--- src/rtl/fetch_sequencer_if.sv ---
// Fetch-path bundle: start/halt control, branch redirect, ROM port and decode handshake.
// No storage; pure wiring between the fetch sequencer and its environment.
// Decode handshake is valid/ready; ROM port is combinational, same-cycle.
interface fetch_sequencer_if #(
  parameter int AW = 8,
  parameter int IW = 24
);
  logic          start;
  logic          halt_req;
  logic          redirect_valid;
  logic [AW-1:0] redirect_addr;
  logic [AW-1:0] rom_addr;
  logic [IW-1:0] rom_data;
  logic          instr_valid;
  logic          instr_ready;
  logic [IW-1:0] instr_out;
  logic [AW-1:0] instr_pc;
  logic          halted;

  // Sequencer side: owns the PC, ROM address and output stage.
  modport master (
    input  start, halt_req, redirect_valid, redirect_addr, rom_data, instr_ready,
    output rom_addr, instr_valid, instr_out, instr_pc, halted
  );

  // Environment side: control, ROM and decode.
  modport slave (
    output start, halt_req, redirect_valid, redirect_addr, rom_data, instr_ready,
    input  rom_addr, instr_valid, instr_out, instr_pc, halted
  );
endinterface

--- src/rtl/fetch_sequencer.sv ---
// Instruction fetch sequencer: owns the PC, addresses the ROM, registers one word for decode.
// Latency: start sampled at edge N enters RUN, first word captured at edge N+1, then 1 word/cycle.
// Backpressure: instr_ready=0 holds the output word, PC and ROM address until the slot frees.
// Optional HALT_OPCODE_EN: a captured word whose top byte equals HALT_OPCODE also halts fetch.
module fetch_sequencer #(
  parameter int           AW          = 8,
  parameter int           IW          = 24,
  parameter logic [AW-1:0] RESET_PC   = '0,
  parameter logic [7:0]   HALT_OPCODE = 8'hFF
) (
  input  logic              clk,
  input  logic              reset,
  fetch_sequencer_if.master fs
);

  typedef enum logic [1:0] {
    ST_IDLE   = 2'd0,
    ST_RUN    = 2'd1,
    ST_HALTED = 2'd2
  } state_t;

  state_t        state_q, state_d;
  logic [AW-1:0] pc_q, pc_d;
  logic          vld_q, vld_d;
  logic [IW-1:0] out_q, out_d;
  logic [AW-1:0] ipc_q, ipc_d;
  logic          halted_q, halted_d;

  logic slot_free;
  logic capture;
  logic halt_hit;

  // The output slot can take a new word if it is empty or being drained this cycle.
  assign slot_free = !vld_q || fs.instr_ready;

  // Redirect and halt_req both outrank a capture; redirect additionally flushes the slot.
  assign capture = (state_q == ST_RUN) && slot_free && !fs.halt_req && !fs.redirect_valid;

`ifdef HALT_OPCODE_EN
  // The HALT word itself is still delivered; only subsequent fetches stop.
  assign halt_hit = capture && (fs.rom_data[IW-1:IW-8] == HALT_OPCODE);
`else
  // No opcode decode in this build; keep the parameter referenced for lint.
  logic [7:0] unused_halt_opcode;
  assign unused_halt_opcode = HALT_OPCODE;
  assign halt_hit = 1'b0;
`endif

  // Next-state: redirect > halt_req > capture; state is untouched by a redirect.
  always_comb begin
    state_d = state_q;
    pc_d    = pc_q;
    vld_d   = vld_q;
    out_d   = out_q;
    ipc_d   = ipc_q;

    if (fs.redirect_valid) begin
      pc_d  = fs.redirect_addr;
      vld_d = 1'b0;
    end else begin
      unique case (state_q)
        ST_IDLE: begin
          if (fs.start && !fs.halt_req) state_d = ST_RUN;
        end
        ST_RUN: begin
          if (fs.halt_req || halt_hit) state_d = ST_HALTED;
        end
        ST_HALTED: begin
          if (fs.start && !fs.halt_req) state_d = ST_RUN;
        end
        default: state_d = ST_IDLE;
      endcase

      if (capture) begin
        out_d = fs.rom_data;
        ipc_d = pc_q;
        vld_d = 1'b1;
        pc_d  = pc_q + 1'b1;
      end else if (slot_free) begin
        vld_d = 1'b0;
      end
    end

    halted_d = (state_d == ST_HALTED);
  end

  // FSM, PC and output stage registers; halted is registered alongside the state.
  always_ff @(posedge clk or posedge reset) begin
    if (reset) begin
      state_q  <= ST_IDLE;
      pc_q     <= RESET_PC;
      vld_q    <= 1'b0;
      out_q    <= '0;
      ipc_q    <= '0;
      halted_q <= 1'b0;
    end else begin
      state_q  <= state_d;
      pc_q     <= pc_d;
      vld_q    <= vld_d;
      out_q    <= out_d;
      ipc_q    <= ipc_d;
      halted_q <= halted_d;
    end
  end

  assign fs.rom_addr    = pc_q;
  assign fs.instr_valid = vld_q;
  assign fs.instr_out   = out_q;
  assign fs.instr_pc    = ipc_q;
  assign fs.halted      = halted_q;

  // A stalled word must not change under decode, and the ROM address must hold with it.
  a_hold_when_busy: assert property (@(posedge clk) disable iff (reset)
    (vld_q && !fs.instr_ready && !fs.redirect_valid)
      |=> ($stable(out_q) && $stable(ipc_q) && $stable(pc_q) && vld_q));

  // halted mirrors the state register.
  a_halted_matches_state: assert property (@(posedge clk) disable iff (reset)
    halted_q == (state_q == ST_HALTED));

endmodule

--- src/flat_wrapper.sv ---
// flat-port wrapper written by rule: the top's interface ports become plain ports
module fetch_sequencer_flat 
#(
  parameter int           AW          = 8,
  parameter int           IW          = 24,
  parameter logic [AW-1:0] RESET_PC   = '0,
  parameter logic [7:0]   HALT_OPCODE = 8'hFF
)
  (clk, reset, fs_start, fs_halt_req, fs_redirect_valid, fs_redirect_addr, fs_rom_data, fs_instr_ready, fs_rom_addr, fs_instr_valid, fs_instr_out, fs_instr_pc, fs_halted);
  fetch_sequencer_if #(.AW(AW), .IW(IW)) fs_i ();
  input  logic clk;
  input  logic reset;
  input wire logic [$bits(fs_i.start)-1:0] fs_start;
  input wire logic [$bits(fs_i.halt_req)-1:0] fs_halt_req;
  input wire logic [$bits(fs_i.redirect_valid)-1:0] fs_redirect_valid;
  input wire logic [$bits(fs_i.redirect_addr)-1:0] fs_redirect_addr;
  input wire logic [$bits(fs_i.rom_data)-1:0] fs_rom_data;
  input wire logic [$bits(fs_i.instr_ready)-1:0] fs_instr_ready;
  output wire logic [$bits(fs_i.rom_addr)-1:0] fs_rom_addr;
  output wire logic [$bits(fs_i.instr_valid)-1:0] fs_instr_valid;
  output wire logic [$bits(fs_i.instr_out)-1:0] fs_instr_out;
  output wire logic [$bits(fs_i.instr_pc)-1:0] fs_instr_pc;
  output wire logic [$bits(fs_i.halted)-1:0] fs_halted;
  assign fs_i.start = fs_start;
  assign fs_i.halt_req = fs_halt_req;
  assign fs_i.redirect_valid = fs_redirect_valid;
  assign fs_i.redirect_addr = fs_redirect_addr;
  assign fs_i.rom_data = fs_rom_data;
  assign fs_i.instr_ready = fs_instr_ready;
  assign fs_rom_addr = fs_i.rom_addr;
  assign fs_instr_valid = fs_i.instr_valid;
  assign fs_instr_out = fs_i.instr_out;
  assign fs_instr_pc = fs_i.instr_pc;
  assign fs_halted = fs_i.halted;
  fetch_sequencer #(.AW(AW), .IW(IW), .RESET_PC(RESET_PC), .HALT_OPCODE(HALT_OPCODE)) u_core (.clk(clk), .reset(reset), .fs(fs_i));
endmodule
--- config.mk ---
export PLATFORM = sky130hd
export DESIGN_NAME = fetch_sequencer_flat
export DESIGN_NICKNAME = d
export VERILOG_FILES = /design/src/rtl/fetch_sequencer_if.sv /design/src/rtl/fetch_sequencer.sv /design/src/flat_wrapper.sv
export SDC_FILE = /design/constraint.sdc
export NUM_CORES = 1
export LEC_CHECK = 0
export CORE_MARGIN = 2
export CORE_UTILIZATION = 47
export CTS_CLUSTER_SIZE = 8
export DETAILED_ROUTE_END_ITERATION = 10
export PLACE_DENSITY = 0.85
export SLEW_MARGIN = 20
export SYNTH_ARGS = -nofsm -noshare
export SYNTH_HDL_FRONTEND = slang
export SYNTH_SLANG_ARGS = --single-unit
--- constraint.sdc ---
create_clock -name clk -period 3 [get_ports clk]
set_input_delay 0.6 -clock clk [delete_from_list [all_inputs] [get_ports clk]]
set_output_delay 0.6 -clock clk [all_outputs]
set_load 0.02 [all_outputs]
# ---- Yosys cells after proc, flatten, opt, wreduce, memory -nomap -nowiden
# Index checks and enable logic that the tools add are counted.
dict set report word_totals {
  wordCells 33
  out_inout_bits 42
  register_bits 44
}
dict set report classes {
  n_reduce_logical 13
  n_eq_ne 3
  add_sub_neg 1
  muxes 9
  bitwise 1
}
# cell n
set ops {}
lappend ops {{2-to-1 mux 8 bit} 2}
lappend ops {{adder 8 x 1 -> 8 bit (second input constant)} 1}
lappend ops {{2-to-1 mux 2 bit} 3}
lappend ops {{== test 2 bit (second input constant)} 2}
lappend ops {{logical AND 1 bit} 4}
lappend ops {{one-hot mux 2 bit (2 select lines)} 1}
lappend ops {{logical NOT 1 bit} 3}
lappend ops {{2-to-1 mux 1 bit} 3}
lappend ops {{nonzero test 3 bit} 1}
lappend ops {{== test 2 x 1 -> 1 bit (second input constant)} 1}
lappend ops {{logical NOT 2 bit} 1}
lappend ops {{AND reduction 2 bit} 1}
lappend ops {{nonzero test 2 bit} 1}
lappend ops {{OR reduction 2 bit} 1}
lappend ops {{logical OR 1 bit} 1}
lappend ops {{NOT 1 bit} 1}

# ---- Longest topological paths before layout
dict set report logic_depth {
  word_depth 7
  depth_mapped 5
}

# ---- Worst setup path after synthesis
# Ideal clock, no wire load.
dict set report synth_path {
  path_type {in2reg}
  startpoint {in fs_halt_req}
  endpoint {reg u_core.out_q[0], in the netlist u_core.fs.instr_out[0]}
  arrival_ns 1.529
  t_required_ns 2.875
  path_slack_ns 1.346
  setup_ns 0.125
  path_stages 5
  path_buffers 1
  cell_sequence {nor3b_4 nand2_4 nor2_8 buf_12 mux2_4}
}
dict set report synth_between {
  elab_chain_cells 4
}
# element line_no
set synth_rtl {}
lappend synth_rtl {{start, declared} flat_wrapper.sv:14} ;# input wire logic [$bits(fs_i.halt_req)-1:0] fs_halt_req;
lappend synth_rtl {{logical NOT 1 bit} fetch_sequencer.sv:37} ;# assign capture = (state_q == ST_RUN) && slot_free && !fs.halt_req && !fs.redirect_valid;
lappend synth_rtl {{logical AND 1 bit (2 in series)} fetch_sequencer.sv:37}
lappend synth_rtl {{AND reduction 2 bit (no line)} --}
lappend synth_rtl {{end signal, assigned} fetch_sequencer.sv:100} ;# out_q <= out_d;
lappend synth_rtl {{end, declared} fetch_sequencer.sv:25} ;# logic [IW-1:0] out_q, out_d;
# No other way between the ends.
# A chain may end at the register's enable or synchronous reset.

# ---- Worst setup path in the final report
dict set report layout_path {
  startpoint {in fs_halt_req}
  endpoint {reg u_core.out_q[15], in the netlist u_core.fs.instr_out[15]}
}
# The elaborated chain is that of the path after synthesis.

==> flow_metrics.tcl <==
set metrics [dict create \
    status "completed" \
    viasPerCell 5.22 \
    tritoncts "yes" \
    start_util 0.478 \
    grt_pass1_vias 1424 \
    grt_use_total 0.188 \
    htreeDepth 2 \
    setup_viol 0 \
    timing.final.crit_share 0.702 \
    synth.top_cell.area_share 0.536 \
    rows 24 \
    cts_sinks 44 \
    critPathKind "in -> reg" \
    grt_pass1_wl_mm 7.22 \
    clockRootBuffer "clkbuf_8" \
    synthTopCellsByArea "dfrtp_1, mux2_4, buf_12, nand2_1, a22o_1" \
    grt_antenna_before_repair 0 \
    io_pins 80 \
    area_growth_pct 46.7 \
    synth_seq_cells 44 \
    dp_hpwl_mm 3.18 \
    place_ws_ps 583 \
    tightest_slew_ps 892 \
    drt-initial-drc-count 109 \
    slew_viol_final 0 \
    via_count 1420 \
    synth_ff_type "dfrtp_1" \
    worstPathArrival_ps 2280 \
    io_buffers 79 \
    ys_async_sr_fraction 1.00 \
    critPathRequiredTime_ps 3180 \
    grt_max_degree 45 \
    p_leak_uw 0.00128 \
    die_h_um 70.1 \
    synth_compound_area_frac 0.0408 \
    firstDrtPassIters 4 \
    drive_gt1_frac 0.227 \
    yosys.area.top_type "dfrtp_1" \
    max_freq_mhz 475 \
    synth_edf_count 0 \
    cp-end-kind "flop" \
    maxSlewHeadroom 0.404 \
    post_cts_resized 0 \
    maxCapViolCount 0 \
    num_antenna_cells 0 \
    cts_made_buffers 5 \
    synthCells 135 \
    wirelength_mm 4.40 \
    hold_buffers 0 \
    clk_path_buf_depth 2 \
    setup-tns-final_ps 0 \
    routabilityCongestion 0.840 \
    rsz0062_at_grt "false" \
    n_fill_cell 305 \
    yosys.area_share.simple 0.118 \
    startpoint_type "primary input" \
    gr-total-overflow 0 \
    synth_top_family_by_area "multiplexers" \
    syn-num-nets 174 \
    drc 0 \
    yosysWarnings 0 \
    skew_ps 6.02 \
    p_per_area_nw_per_um2 922 \
    ys_types 35 \
    clock_latency_ps 290 \
    hold_viol_final 0 \
    ant_nets 0 \
    hp-class "reg -> reg" \
    ir_drop_mv 0.408 \
    layout_min_cycle_time_ps 2110 \
    core_area_sq_um 4290 \
    post_cts_buffers 0 \
    die_area_sq_um 4920 \
    muxShareOfSynthArea 0.241 \
    nets 259 \
    syn_area_per_cell_sq_um 15.2 \
    fp.dieW_um 70.1 \
    fin_ws_ps 894 \
    wl_per_cell_um 16.2 \
    syn_area_sq_um 2050 \
    crit_fanout 13 \
    clkTransAtPathRegs_ps 80 \
    synth_fa_ha_area_frac 0.00609 \
    synth_xor_area_frac 0.0213 \
    ys_seq_area_frac 0.536 \
]
-- routing by layer --
metal,vias to the layer above,part of all wire,global-route usage,routed length (um)
li1,650,-,-,-
met5,-,0,0,0
met1,702,0.48,0.273,2110
met2,65,0.43,0.277,1900
met4,0,0.0066,0.0385,29
met3,3,0.081,0.0620,356
-- stage by stage --
stage	utilization	hold WS, ps	power, uW	std cells	area (sq um)
floorplan	-	593	1670	135	2050
global placement	0.672	487	2240	265	2880
detailed placement	0.672	479	2280	265	2880
CTS	0.702	497	2810	272	3010
global route	0.702	522	2910	272	3010
finish	0.702	492	2780	272	3010
-- synth_stat cells, drive strengths merged, types with 2 or more instances --
cell type,n
o21ai,7
nand4,2
xnor2,3
nand3,5
a22o,3
nor3b,2
nor2,2
inv,2
nand2,9
nor2b,3
buf,4
xor2,2
nor4b,3
nor4bb,2
dfrtp,44
mux2,33
-- flip-flops by register name, indices dropped and copies added (netlist names) --
name                   count
u_core.fs.halted           1
u_core.fs.instr_out       24
u_core.fs.instr_pc         8
u_core.fs.instr_valid      1
u_core.fs.rom_addr         8
u_core.state_q             2
-- kinds of logic (layout without fill, tap and decap cells) --
group,Yosys count,in the layout
buffers and inverters,7,92
multiplexers,34,34
AND/OR/NAND/NOR,31,31
AO/OA/AOI/OAI,13,13
flip-flops,44,44
XOR/XNOR,5,5
adder cells (fa/ha/maj),1,1
-- layout make-up --
cell class                      count  area [sq um]  share of cell area
Sequential cell                    44          1100               0.365
Multi-Input combinational cell     84           877               0.291
Clock buffer                        5          68.8              0.0228
Timing Repair Buffer               83           833               0.277
Inverter                            2          7.51             0.00249
Tap cell                           52          65.1              0.0216
Clock inverter                      2          60.1              0.0199
-- worst max-delay path: stages --
cell and delay, ps:
clkdlybuf4s50_1 460, nor3b_4 250, nand2_4 120, nor2_8 290, buf_4 240, mux2_4 320
-- report_power, final --
group,total [uW],switching (uW),internal [uW]
registers,998,165,833
clock network,518,191,328
logic,1260,519,744
-- cells in the final DEF, fill, tap and decap left out, types with 5 or more instances in the layout --
cell type	instances
mux2_4	30
nand2_1	8
nand3_1	5
clkdlybuf4s50_1	79
dfrtp_1	44
o21ai_1	5
clkbuf_8	5
-- worst paths after layout --
check / startpoint / endpoint / slack, ps / cells past startpoint
worst max-delay path: fs_halt_req / u_core.fs.instr_out[15] / 890 / 6
worst min-delay path: u_core.fs.instr_out[11] / u_core.fs.instr_out[11] / 490 / 1
worst max register to register: u_core.state_q[0] / u_core.fs.instr_out[15] / 1170 / 5
worst min register to register: u_core.fs.instr_out[11] / u_core.fs.instr_out[11] / 490 / 1
max in group asynchronous: reset / u_core.fs.instr_out[21] / 1610 / 2
min in group asynchronous: reset / u_core.fs.instr_out[2] / 830 / 2
(Power assumes the default switching activity.)
